==> src/rtl/rf_pkg.sv <==
// Shared types and default widths for the register-file write scheduler.
package rf_pkg;

  localparam int unsigned DefAddrWidth = 5;
  localparam int unsigned DefDataWidth = 32;

  typedef enum logic {
    StRun   = 1'b0,
    StClear = 1'b1
  } rf_state_e;

endpackage

==> src/rtl/rr_arbiter2.sv <==
// Two-way round-robin arbiter: one-hot grant, priority flips to the other
// requester after every grant and holds otherwise.
module rr_arbiter2 (
  input  logic       clk,
  input  logic       rst,
  input  logic       en_i,
  input  logic [1:0] req_i,
  output logic [1:0] gnt_o
);

  logic       prio_q, prio_d;
  logic [1:0] req_eff;

  always_comb begin
    req_eff = req_i & {2{en_i}};
    gnt_o   = 2'b00;
    if (req_eff == 2'b11) begin
      gnt_o = prio_q ? 2'b10 : 2'b01;
    end else begin
      gnt_o = req_eff;
    end
  end

  always_comb begin
    prio_d = prio_q;
    if (gnt_o[0]) begin
      prio_d = 1'b1;
    end else if (gnt_o[1]) begin
      prio_d = 1'b0;
    end
  end

  always_ff @(posedge clk) begin
    if (!rst) begin
      prio_q <= 1'b0;
    end else begin
      prio_q <= prio_d;
    end
  end

endmodule

==> src/rtl/rf_write_scheduler.sv <==
// Merges two write requesters onto one register-file write port and runs a
// full-file zeroing sweep on demand; register 0 is never written.
module rf_write_scheduler
  import rf_pkg::*;
#(
  parameter int unsigned ADDR_WIDTH = DefAddrWidth,
  parameter int unsigned DATA_WIDTH = DefDataWidth
) (
  input  logic                  clk,
  input  logic                  rst,
  input  logic                  req0_valid,
  output logic                  req0_ready,
  input  logic [ADDR_WIDTH-1:0] req0_addr,
  input  logic [DATA_WIDTH-1:0] req0_data,
  input  logic                  req1_valid,
  output logic                  req1_ready,
  input  logic [ADDR_WIDTH-1:0] req1_addr,
  input  logic [DATA_WIDTH-1:0] req1_data,
  input  logic                  clr_start,
  output logic                  clr_busy,
  output logic                  rf_wen,
  output logic [ADDR_WIDTH-1:0] rf_waddr,
  output logic [DATA_WIDTH-1:0] rf_wdata
);

  rf_state_e             state_q, state_d;
  logic [ADDR_WIDTH-1:0] cnt_q, cnt_d;
  logic                  rf_wen_q, rf_wen_d;
  logic [ADDR_WIDTH-1:0] rf_waddr_q, rf_waddr_d;
  logic [DATA_WIDTH-1:0] rf_wdata_q, rf_wdata_d;
  logic                  arb_en;
  logic [1:0]            gnt;

  // Grants only in RUN, out of reset, and not in the cycle a clear is requested.
  assign arb_en = rst && (state_q == StRun) && !clr_start;

  rr_arbiter2 u_arb (
    .clk   (clk),
    .rst   (rst),
    .en_i  (arb_en),
    .req_i ({req1_valid, req0_valid}),
    .gnt_o (gnt)
  );

  assign req0_ready = gnt[0];
  assign req1_ready = gnt[1];

  always_comb begin
    state_d    = state_q;
    cnt_d      = cnt_q;
    rf_wen_d   = 1'b0;
    rf_waddr_d = rf_waddr_q;
    rf_wdata_d = rf_wdata_q;
    unique case (state_q)
      StRun: begin
        if (clr_start) begin
          state_d = StClear;
          cnt_d   = ADDR_WIDTH'(1);
        end else if (gnt[0] && (req0_addr != '0)) begin
          rf_wen_d   = 1'b1;
          rf_waddr_d = req0_addr;
          rf_wdata_d = req0_data;
        end else if (gnt[1] && (req1_addr != '0)) begin
          rf_wen_d   = 1'b1;
          rf_waddr_d = req1_addr;
          rf_wdata_d = req1_data;
        end
      end
      StClear: begin
        rf_wen_d   = 1'b1;
        rf_waddr_d = cnt_q;
        rf_wdata_d = '0;
        if (cnt_q == '1) begin
          state_d = StRun;
          cnt_d   = '0;
        end else begin
          cnt_d = cnt_q + ADDR_WIDTH'(1);
        end
      end
      default: state_d = StRun;
    endcase
  end

  always_ff @(posedge clk) begin
    if (!rst) begin
      state_q    <= StRun;
      cnt_q      <= '0;
      rf_wen_q   <= 1'b0;
      rf_waddr_q <= '0;
      rf_wdata_q <= '0;
    end else begin
      state_q    <= state_d;
      cnt_q      <= cnt_d;
      rf_wen_q   <= rf_wen_d;
      rf_waddr_q <= rf_waddr_d;
      rf_wdata_q <= rf_wdata_d;
    end
  end

  assign clr_busy = (state_q == StClear);
  assign rf_wen   = rf_wen_q;
  assign rf_waddr = rf_waddr_q;
  assign rf_wdata = rf_wdata_q;

endmodule

==> config.mk <==
export PLATFORM = sky130hd
export DESIGN_NAME = rf_write_scheduler
export DESIGN_NICKNAME = d
export VERILOG_FILES = /design/src/rtl/rf_pkg.sv /design/src/rtl/rr_arbiter2.sv /design/src/rtl/rf_write_scheduler.sv
export SDC_FILE = /design/constraint.sdc
export NUM_CORES = 1
export LEC_CHECK = 0
export BUFFER_PORTS_ARGS = -buffer_cell sky130_fd_sc_hd__clkbuf_2
export CAP_MARGIN = 20
export CORE_ASPECT_RATIO = 0.75
export CORE_MARGIN = 3
export CORE_UTILIZATION = 45
export CTS_CLUSTER_DIAMETER = 30
export DETAILED_ROUTE_END_ITERATION = 16
export PLACE_DENSITY = 0.81
export SLEW_MARGIN = 20
export SYNTH_ARGS = -nofsm -noshare
export SYNTH_HDL_FRONTEND = slang
export SYNTH_SLANG_ARGS = --single-unit
==> constraint.sdc <==
create_clock -name clk -period 5.46 [get_ports clk]
set_input_delay 0.819 -clock clk [delete_from_list [all_inputs] [get_ports clk]]
set_output_delay 0.819 -clock clk [all_outputs]
set_load 0.005 [all_outputs]
==> metrics.txt <==
status=completed; post-synth net total=307; Final min period=3.23 ns; fill count=417; initial antenna violation count=0; Post-CTS Resized=0; Initial DRT Pass Iterations=5; RSZ-0062 raised after global routing=no; DPL Wire Length=4080 um; Post-Route WL=5650 um; Worst VDD drop=0.000205 V; setup_tns=0 ns; critical path, cell by cell=clkbuf_2 -> or3b_4 -> nor3b_4 -> clkbuf_2; FF/Latch Area=901 um2; CTS buffer count=5; Hold/Removal Path Class=reg -> reg; CP max FO=40; CTS H-tree lvls=2; WS Path Type=in -> out; Required @ worst endpoint=4.64 ns; Clock Tree Buf Depth=2; Post-CTS Setup Bufs=0; Synth area leader=dfxtp_1; Synth Area per Inst=9.79 um2; 1st-iter DRT viols=88; #FFs+latches synth=45; count of final setup violators=0; Hold Slack=0.504 ns; ANT cells=0; max_slew headroom=40.1%; Hold Buf Count CTS=0; CP Launch Type=primary input; synth warn=0; multi-input logic area=1200 um2; Pwr per Cell Area=271 nW/um2; first-pass GRT wire length=8840 um; CTS tree=yes; LEAKAGE=1.81 nW; die height=66.7 um; register area share after synthesis=40.7%; CTS root buffer=clkbuf_8; Worst-Skew Late Latency=0.29 ns; average wire per standard cell=14.5 um; CTS Sinks=45; placed cell count=382; final std cells w/o fill=389; Tcrit/Tclk final=59.2%; Placer Congestion=0.792; Setup crit end kind=output port; Post-Syn Instances=226; Global Route Usage Sum=19.2%; Detail Route Antenna Nets=0; drt via density=5.44; Post-synth top cells=dfxtp_1, o21ai_1, mux2i_1, o211a_1, buf_2; Synth Flop Type=dfxtp_1; worst-margin pin slew=0.898 ns; pin count of the biggest net entering global routing=72; DIE WIDTH=87.0 um; GR Overflow Total=0; Crit path top cell by count=clkbuf_2; Final Hold Vio Count=0; share of layout cells above drive strength 1=40.1%; number of vias in the routed layout=2118; cell with the most instances after synthesis=dfxtp_1; Arr. time, crit path=2.41 ns; slowest stage delay, CP=0.59 ns; IO buf count=119; Post-route DRC=0; full die area=5800 um2; EDFF count, synth=0; Clock Skews=0.00616 ns; Final Slew Violations=0; Max Freq=309 MHz; Core Footprint=4600 um2; # rows=21; clock slew at reported path FFs=0.07 ns; max-cap violation count=0; CP max stage cell=clkbuf_2; vias in the first global route=1914; asr flop ratio synth=0%; ranking of synthesized cells by area=dfxtp_1, mux2i_1, o211a_1, o21ai_1, buf_2; Area Overhead vs Synth=31.4%; Initial Utilization=48.1%; top cell type's share of synthesized area=40.7%; Synth cell types=35; Netlist Area Pre-Place=2210 um2; I/O pins=120; layout net count=413
==> cell type report <==
class	instances	share of cell area (%)
clock buffers	5	2.37
clock inverters	2	1.21
inverters	7	0.904
multi-input cells	153	41.3
flip-flops and latches	45	31.0
well taps	57	2.45
repair buffers	120	20.7
==> state kept, by name, summed over array words and instances (netlist names) <==
| register | flops |
|---|---|
| clr_busy | 1 |
| cnt_q | 5 |
| rf_waddr | 5 |
| rf_wdata | 32 |
| rf_wen | 1 |
| u_arb.prio_q | 1 |
==> cells in the final DEF (no fill, tap or decap) <==
master	netlist	layout
a21boi_0	1	1
a221o_1	2	1
nand2_1	2	2
nor2_2	1	1
o22a_1	1	1
o21ai_1	34	34
nor2_1	10	10
inv_1	7	7
or3b_4	1	1
a221o_4	0	1
a31oi_1	1	1
bufinv_16	0	1
or3b_1	1	1
and3_1	2	2
a211o_2	0	1
clkbuf_2	0	119
nand4_1	1	1
o21ai_0	2	2
nor2b_1	2	2
a21oi_1	5	5
a21bo_2	1	1
clkbuf_8	0	5
o211a_1	32	32
nor4_1	1	1
nor3_1	1	1
nand2b_1	3	3
ha_1	2	2
mux2i_1	32	32
dfxtp_1	45	45
buf_4	1	1
o21a_1	3	3
nor3b_4	1	1
a311oi_1	1	1
and2_1	3	3
nor3b_1	2	2
a222oi_1	4	4
clkinv_2	0	1
==> worst max-delay path: cells and delay by family <==
family	cells	cell delay (ns)
AND/OR/NAND/NOR	2	0.82
buffers and inverters	2	0.77
==> path summary, 6_finish.rpt <==
| path | from | to | slack [ns] | cells past startpoint |
|---|---|---|---|---|
| max | rst | req1_ready | 2.23 | 4 |
| min | rf_wdata[9] | rf_wdata[9] | 0.50 | 1 |
| max reg2reg | clr_busy | rf_waddr[2] | 3.22 | 5 |
| min reg2reg | rf_wdata[9] | rf_wdata[9] | 0.50 | 1 |
==> where the power goes <==
part	switching, W	internal [W]	leakage, nW
registers	0.0000187	0.000360	0.371
logic	0.0000850	0.0000867	1.38
clock network	0.000105	0.000133	0.0540
total	0.000209	0.000579	1.81
==> per-stage QoR <==
step	util, %	area [um2]	total power (W)	setup slack, ns
2_1_floorplan	-	2210	0.000483	3.17
3_3_place_gp	60.7	2790	0.000551	1.92
3_5_place_dp	60.7	2790	0.000557	1.80
4_1_cts	63.0	2900	0.000795	2.12
5_1_grt	63.2	2910	0.000830	2.14
6_report	63.2	2910	0.000788	2.23
==> cell families (layout without fill, tap and decap cells) <==
group | Yosys count | count (layout) | share of synthesized area [%]
adders and majority gates | 2 | 2 | 1.13
buffers and inverters | 28 | 134 | 5.54
AOI/OAI and AO/OA | 88 | 88 | 29.8
DFF | 45 | 45 | 40.7
muxes | 32 | 32 | 14.5
and+or+nand+nor | 31 | 31 | 8.37
==> per-layer routing <==
layer | track usage [%] | vias up | share of wire, %
met5 | 0 | - | 0
li1 | - | 1051 | -
met1 | 25.0 | 965 | 45
met4 | 5.25 | 0 | 0.67
met2 | 30.7 | 98 | 45
met3 | 5.93 | 4 | 9.5
(Power assumes the default switching activity.)
